**config.mk**
```make
export PLATFORM = sky130hd
export DESIGN_NAME = msg_mem_fetcher
export DESIGN_NICKNAME = d
export VERILOG_FILES = /design/src/rtl/msg_mem_fetcher.sv
export SDC_FILE = /design/constraint.sdc
export NUM_CORES = 1
export LEC_CHECK = 0
export ABC_CLOCK_PERIOD_IN_PS = 5400
export CORE_ASPECT_RATIO = 1.75
export CORE_MARGIN = 1
export CORE_UTILIZATION = 41
export DETAILED_ROUTE_END_ITERATION = 7
export PLACE_DENSITY = 0.84
export SLEW_MARGIN = 20
export SYNTH_ARGS = -nofsm -noshare
export SYNTH_HDL_FRONTEND = slang
export SYNTH_SLANG_ARGS = --single-unit
```
**constraint.sdc**
```tcl
create_clock -name clk -period 5.4 [get_ports clk]
set_clock_uncertainty 0.15 [all_clocks]
set_input_delay 1.08 -clock clk [delete_from_list [all_inputs] [get_ports clk]]
set_output_delay 1.08 -clock clk [all_outputs]
set_load 0.005 [all_outputs]
```
**src/rtl/msg_mem_fetcher.sv**
```systemverilog
// msg_mem_fetcher: message-RAM responder for the decoder control FSM.
// A neighbor request reads one circulant's messages on NPORT parallel ports,
// presents them to the processing unit, and writes the returned results back
// to the same addresses. A syndrome request reads the sign bits of one row
// and reports whether their parity is even.
// Handshake: pu_data is offered with pu_valid and transfers on the cycle
// where pu_valid && pu_ready. pu_data stays stable until then.
// pu_result is taken on the single cycle pu_result_valid is high while the
// block waits for it.
module msg_mem_fetcher #(
    parameter int NPORT         = 9,
    parameter int CIRC_SIZE     = 3,
    parameter int LOG2CIRC_SIZE = 2,
    parameter int ADDR_WIDTH    = 5,
    parameter int BUS_WIDTH     = 6,
    parameter logic [NPORT*LOG2CIRC_SIZE-1:0] SHIFTS = 18'h24924
) (
    input  logic                         clk,
    input  logic                         rst,
    input  logic                         vr_process,
    input  logic [LOG2CIRC_SIZE-1:0]     circ_node,
    input  logic                         neighbor,
    input  logic                         syndrome,
    output logic                         busy,
    output logic [NPORT*ADDR_WIDTH-1:0]  mf_addr,
    input  logic [NPORT*BUS_WIDTH-1:0]   mf_rdata,
    output logic [NPORT*BUS_WIDTH-1:0]   mf_wdata,
    output logic [NPORT-1:0]             mf_we,
    output logic [NPORT*BUS_WIDTH-1:0]   pu_data,
    output logic                         pu_valid,
    input  logic                         pu_ready,
    input  logic [NPORT*BUS_WIDTH-1:0]   pu_result,
    input  logic                         pu_result_valid,
    output logic                         done,
    output logic                         synd_valid,
    output logic                         synd_ok
);

    localparam int CW = LOG2CIRC_SIZE;
    localparam int AW = ADDR_WIDTH;
    localparam int BW = BUS_WIDTH;
    localparam logic [CW:0] CS_W = (CW+1)'(CIRC_SIZE);

    typedef enum logic [3:0] {
        IDLE     = 4'd0,
        RD       = 4'd1,
        CAP      = 4'd2,
        PRESENT  = 4'd3,
        WAIT_RES = 4'd4,
        WB       = 4'd5,
        DONE     = 4'd6,
        S_RD     = 4'd7,
        S_CAP    = 4'd8
    } state_t;

    state_t                  state_q, state_d;
    logic [NPORT*AW-1:0]     addr_q;
    logic [NPORT*BW-1:0]     pu_data_q;
    logic [NPORT*BW-1:0]     wdata_q;
    logic                    synd_ok_q;

    logic                    node_ok;
    logic                    accept_nb;
    logic                    accept_sy;
    logic                    use_shift;
    logic [NPORT*AW-1:0]     addr_new;
    logic [NPORT-1:0]        sign_bits;

    // Out-of-range rows are dropped; neighbor has priority over syndrome.
    assign node_ok   = ({1'b0, circ_node} < CS_W);
    assign accept_nb = (state_q == IDLE) && neighbor && node_ok;
    assign accept_sy = (state_q == IDLE) && !neighbor && syndrome && node_ok;
    // Only a check-node neighbor pass applies the circulant shift.
    assign use_shift = neighbor && !vr_process;

    for (genvar k = 0; k < NPORT; k++) begin : g_port
        localparam logic [CW:0]   SHIFT_K = {1'b0, SHIFTS[k*CW +: CW]};
        localparam logic [AW-1:0] BASE_K  = AW'(k * CIRC_SIZE);
        logic [CW:0] sum_k;
        logic [CW:0] idx_k;
        // Both operands are below CIRC_SIZE, so one subtract wraps the sum.
        assign sum_k = {1'b0, circ_node} + SHIFT_K;
        assign idx_k = !use_shift ? {1'b0, circ_node}
                     : (sum_k >= CS_W) ? (sum_k - CS_W) : sum_k;
        assign addr_new[k*AW +: AW] = BASE_K + AW'(idx_k);
        assign sign_bits[k] = mf_rdata[k*BW + BW - 1];
    end

    // State register; reset aborts any operation in flight.
    always_ff @(posedge clk or posedge rst) begin
        if (rst) state_q <= IDLE;
        else     state_q <= state_d;
    end

    // Next-state logic for both the neighbor and syndrome sequences.
    always_comb begin
        state_d = state_q;
        case (state_q)
            IDLE: begin
                if (accept_nb)      state_d = RD;
                else if (accept_sy) state_d = S_RD;
            end
            RD:       state_d = CAP;
            CAP:      state_d = PRESENT;
            PRESENT:  if (pu_ready) state_d = WAIT_RES;
            WAIT_RES: if (pu_result_valid) state_d = WB;
            WB:       state_d = DONE;
            DONE:     state_d = IDLE;
            S_RD:     state_d = S_CAP;
            S_CAP:    state_d = IDLE;
            default:  state_d = IDLE;
        endcase
    end

    // Datapath registers: address on acceptance, read data, write data, parity.
    always_ff @(posedge clk or posedge rst) begin
        if (rst) begin
            addr_q    <= '0;
            pu_data_q <= '0;
            wdata_q   <= '0;
            synd_ok_q <= 1'b0;
        end else begin
            if (accept_nb || accept_sy)                  addr_q    <= addr_new;
            if (state_q == CAP)                          pu_data_q <= mf_rdata;
            if (state_q == WAIT_RES && pu_result_valid)  wdata_q   <= pu_result;
            if (state_q == S_CAP)                        synd_ok_q <= ~^sign_bits;
        end
    end

    assign busy       = (state_q != IDLE);
    assign mf_addr    = addr_q;
    assign mf_wdata   = wdata_q;
    assign mf_we      = {NPORT{state_q == WB}};
    assign pu_data    = pu_data_q;
    assign pu_valid   = (state_q == PRESENT);
    assign done       = (state_q == DONE);
    assign synd_valid = (state_q == S_CAP);
    assign synd_ok    = (state_q == S_CAP) ? ~^sign_bits : synd_ok_q;

endmodule

```
==> impl_metrics.ini <==
[global_route]
grt_antenna_before_repair = 0
grt_pass1_wl_mm = 23.66
grt_usage = 0.2085
grtUsageMet3 = 0.05556
grt_pass1_vias = 4701
grt_util_met1 = 0.1993
grt_max_degree = 79
busiest_layer = met2
overflow = 0
grtUsageMet2 = 0.3997

[timing]
rsz0062_at_grt = false
period_share = 0.8000
worst_pin_slew_ns = 1.069
slew_violations = 0
fmax_mhz = 231.5
setup_viol = 0
setup_tns_ns = 0
fin_crit_ns = 4.320
relSlewSlack = 0.2821
hold_ws_ns = 0.3295
finalHoldViolCount = 0

[route]
drtIter0Drc = 90
drtPass1Iterations = 4
viasPerCell = 4.925
post-route-drc-count = 0
wire_per_inst_um = 17.40
route.vias.total = 4334
wirelength_mm = 15.31
ant_nets = 0

[worst_hold_path]
min_path_type = reg2reg

[setup_path]
cp-start-kind = input port
cp.required_ns = 4.17
path_class = in2out
critPathMaxFanout = 2
end_kind = output port
arrival_ns = 3.09

[synth]
ys_warn_count = 0
synth.yosys.seq_area_share = 0.5973
yosys.area.top_type_share = 0.5973
synth_top_family_by_area = multiplexers
yosys-top-cells-area = dfrtp_1, mux2_2, buf_4, ha_1, nand2_1
synth_area_um2 = 5949
synthXorXnorAreaFrac = 0.01409
synth_cell_types = 43
synth-edff-count = 0
async_reset_ff_frac = 1.000
yosys.area.top_type = dfrtp_1
synthAdderAreaFrac = 0.02313
synth-simple-area-share = 0.05615
ys_ff_latch = 142
syn_area_per_cell_um2 = 13.84
synth_compound_area_frac = 0.04437
synthMuxAreaShare = 0.2097
postSynthCellCount = 430
ys.flop_type = dfrtp_1

[power]
irDropWorstVdd_mv = 0.3790
p_switching_mw = 1.513
seqPwrFrac = 0.361
power.share.clock = 0.212
total_power_mw = 5.314
powerDensity_nw_per_um2 = 573.2
p_comb_frac = 0.427
leakagePower_nw = 3.932
p_int_mw = 3.801
switching_share = 0.2847

[run_status]
status = finished clean

[cts]
post-cts-setup-buffer-count = 0
cts.sinks = 142
cts_root_buf = clkbuf_16
clkSlewWorstSetupHoldPaths_ns = 0.05
ctsResizeCount = 0
cts_buffers = 17
clockBufferDepth = 2
htree_num_levels = 4
cts_hold_buf = 0
clk-insertion-delay-late_ns = 0.40
cts_tree = built

[placed_design]
gp_congestion = 0.7648
dp_hpwl_mm = 11.65
port_buffers = 276

[job]
drv_cap = 0

[final_layout]
drive_gt1_frac = 0.2077
nets = 819
area_delta_synth_final_pct = 55.84
antenna_cells = 0

[die]
fp.dieH_um = 161.4
start_util = 0.4235
die_width_um = 93.06
core_um2 = 14050
io_pins = 284
rows = 57
die_area_um2 = 15020
cells in the mapped netlist, types with 4 or more instances:
cell      count
mux2_2      105
nor3_1        4
buf_4        25
nand2_1      26
o21a_1        6
nor2_1       14
o21ai_0      15
ha_1         11
dfrtp_1     142
buf_2        14
nand3_1       4
a21oi_1       5
mux2_1        4
inv_1         7
xnor2_1       6
nand2b_1      6
flip-flops by register name (all words and copies together) (netlist names):
name / flops
state_q: 4
mf_addr: 29
mf_wdata: 54
synd_ok_q: 1
pu_data: 54
power groups by stage:
stage | Combinational (mW) | Clock (mW) | Sequential (mW)
2_1_floorplan | 0.929 | 0 | 1.91
3_3_place_gp | 2.23 | 0 | 1.89
4_1_cts | 2.31 | 1.15 | 1.93
6_report | 2.27 | 1.13 | 1.92
3_5_place_dp | 2.29 | 0 | 1.94
5_1_grt | 2.44 | 1.20 | 1.98
final timing paths:
| check | start | end | slack, ns | cells past startpoint |
|---|---|---|---|---|
| setup reg to reg | state_q[2]$_DFFE_PP0P_ | mf_addr[8]$_DFFE_PP0P_ | 2.91 | 4 |
| setup / recovery | mf_rdata[17] | synd_ok | 1.08 | 6 |
| hold reg to reg | mf_addr[31]$_DFFE_PP0P_ | mf_addr[31]$_DFFE_PP0P_ | 0.33 | 1 |
| max in group asynchronous | rst | mf_wdata[34]$_DFFE_PP0P_ | 3.19 | 3 |
| min in group asynchronous | rst | mf_wdata[16]$_DFFE_PP0P_ | 1.02 | 2 |
| hold / removal | mf_addr[31]$_DFFE_PP0P_ | mf_addr[31]$_DFFE_PP0P_ | 0.33 | 1 |
cell families after synthesis:
logic type      count (synthesis)
mux                           111
compound gates                 39
other cells                     1
fa+ha+maj                      11
xor+xnor                        8
flops                         142
buf+inv                        51
simple gates                   67
layout make-up:
cell class,count,area (µm²)
Fill cell,1025,4778
Inverter,7,31.28
Tap cell,177,221.5
Clock buffer,18,429.2
Sequential cell,142,3553
Timing Repair Buffer,280,2793
Multi-Input combinational cell,243,2102
Clock inverter,13,141.4
critical path: stages:
cell             delay (ns)
clkdlybuf4s50_1        0.44
xnor2_1                0.25
xnor3_1                0.45
xnor2_1                0.14
a21oi_1                0.19
clkdlybuf4s50_1        0.54
per-layer routing:
metal	vias to the layer above	routed length [µm]
li1	1970	-
met1	2130	5120
met2	208	8809
met3	26	944
met4	0	438
met5	-	0
through the flow:
| stage | setup slack, ns | util | cell area, µm² | instances |
|---|---|---|---|---|
| 6_report | 1.080 | 0.6599 | 9271 | 880 |
| 3_3_place_gp | 1.055 | 0.6191 | 8698 | 849 |
| 5_1_grt | 0.9841 | 0.6599 | 9271 | 880 |
| 3_5_place_dp | 1.052 | 0.6191 | 8698 | 849 |
| 4_1_cts | 1.040 | 0.6597 | 9269 | 880 |
| 2_1_floorplan | 0.3604 | - | 5972 | 436 |
placed cells by master (no fill, tap or decap), types with 2 or more instances in the layout:
master           count
clkdlybuf4s50_1    276
dfrtp_1            142
mux2_2             105
nand2_1             26
clkbuf_16           17
o21ai_0             15
nor2_1              13
ha_1                11
conb_1               7
o21a_1               6
nand2b_1             6
xnor2_1              6
inv_1                6
a21oi_1              5
nor3_1               4
nand3_1              4
inv_6                4
mux2_1               4
buf_4                4
a21o_1               3
clkinv_2             3
clkinvlp_4           3
nor2b_1              2
o31ai_1              2
mux2i_1              2
and3_1               2
a31oi_1              2
bufinv_16            2
clkinv_4             2
(Power assumes the default switching activity.)
==> edit (same settings) <==
Set the parameter `LOG2CIRC_SIZE` to 4 (it was 2).
--- a/src/rtl/msg_mem_fetcher.sv
+++ b/src/rtl/msg_mem_fetcher.sv
@@ -12,3 +12,3 @@
     parameter int CIRC_SIZE     = 3,
-    parameter int LOG2CIRC_SIZE = 2,
+    parameter int LOG2CIRC_SIZE = 4,
     parameter int ADDR_WIDTH    = 5,
Interface: changed (resized circ_node); port bits go from 284 to 286. No check against the original RTL was run, so the function may have changed too.
==> edit against the unedited design <==
Design area grew 16%. Global-route usage grew 1.1 points. Power grew 9.9%. Count of clock-buffer cells in the layout is the same. Sequential cell count grew 14. Fmax grew 3.3%. Wire length grew 30%. Core utilization shrank 2.7 points. Synthesized area grew 21%. Worst setup slack gained 140 ps. Final cell count grew 25%. Clock power grew 8%. Largest cell class unchanged. Largest power group unchanged.
==> edit: results <==
{
  "leakagePower_nw": 4.58,
  "dr.first_iter.drc_count": 146,
  "multi_input_cells": 381,
  "drv_slew": 0,
  "synth_area_leaders": "dfrtp_1 54%, mux2_2 17%, ha_1 4.0%, nand2_1 3.1%, xnor2_1 2.7%",
  "synth_compound_area_share_pct": 7.40,
  "antenna_cells": 0,
  "grt_pass1_wl_mm": 29.8,
  "multi_input_area_share_pct": 27.8,
  "status": "completed",
  "drt_wl_total_mm": 19.8,
  "via_count": 5544,
  "grt_pass1_vias": 5613,
  "seq_area_share_pct": 36.2,
  "yosysSeqAreaShare_pct": 54.3,
  "synth_ff_type": "dfrtp_1",
  "buffer_area_share_pct": 27.3,
  "fillerInstances": 1331,
  "place_area_um2": 10200,
  "inverters": 14,
  "gp_congestion": 0.815,
  "n_clock_buffer": 18,
  "whs_ps": 326,
  "stdcell_count": 1103,
  "io_buffers": 285,
  "drive_gt1_share_pct": 17.6,
  "worstRegToRegCells": 6,
  "crit_arrival_ps": 4300,
  "holdCritStartpoint": "mf_addr[11]",
  "holdPathEnd": "mf_addr[11]",
  "holdPathStages": 2,
  "synthAdderAreaFrac_pct": 4.00,
  "clk_share_pct": 5.58,
  "cts_setup_buffers": 0,
  "relSlewSlack_pct": 33.3,
  "power_density_nw_per_um2": 542,
  "peakVddDrop_v": 0.000309,
  "avgSynthCellArea_um2": 12.2,
  "rrSetupSlack_ps": 2930,
  "clk_pin_slew_worst_paths_ps": 70,
  "clock_sinks": 156,
  "buffers": 293,
  "synthTopCellsByCount": "156 x dfrtp_1, 108 x mux2_2, 60 x nand2_1",
  "rows": 63,
  "path_max_fanout": 10,
  "grt_usage_pct": 21.9,
  "synth_nets": 733,
  "synth_cell_types": 60,
  "hpwl_mm": 14.9,
  "antenna_found_initial": 0,
  "synth_xor_xnor_area_share_pct": 3.72,
  "pre_cts_ws_ps": 890,
  "grt_max_degree": 118,
  "r2r-end": "mf_addr[34]",
  "crit_path_max_incr_delay_ps": 740,
  "finalNetCount": 1005,
  "synth_mux_area_share_pct": 17.3
}
==> edit: where the power goes <==
group	internal [mW]	total (mW)	leakage [nW]	switching, mW
Clock	0.667	1.22	0.289	0.556
Combinational	1.65	2.54	2.42	0.884
Sequential	1.75	2.08	1.87	0.327
==> edit: layer usage <==
metal / track usage, % / vias to the layer above / wire, µm
met5: 0 / - / 0
met4: 8.63 / 0 / 453
met3: 6.83 / 25 / 1550
met2: 39.0 / 226 / 10600
met1: 23.7 / 2712 / 7240
li1: - / 2581 / -
==> edit: worst max path at each step <==
stage	from	endpoint
floorplan	circ_node[3]	mf_addr[28]
global placement	circ_node[3]	mf_addr[28]
detailed placement	circ_node[3]	mf_addr[28]
CTS	mf_rdata[47]	synd_ok
global route	circ_node[3]	mf_addr[28]
finish	circ_node[3]	mf_addr[28]
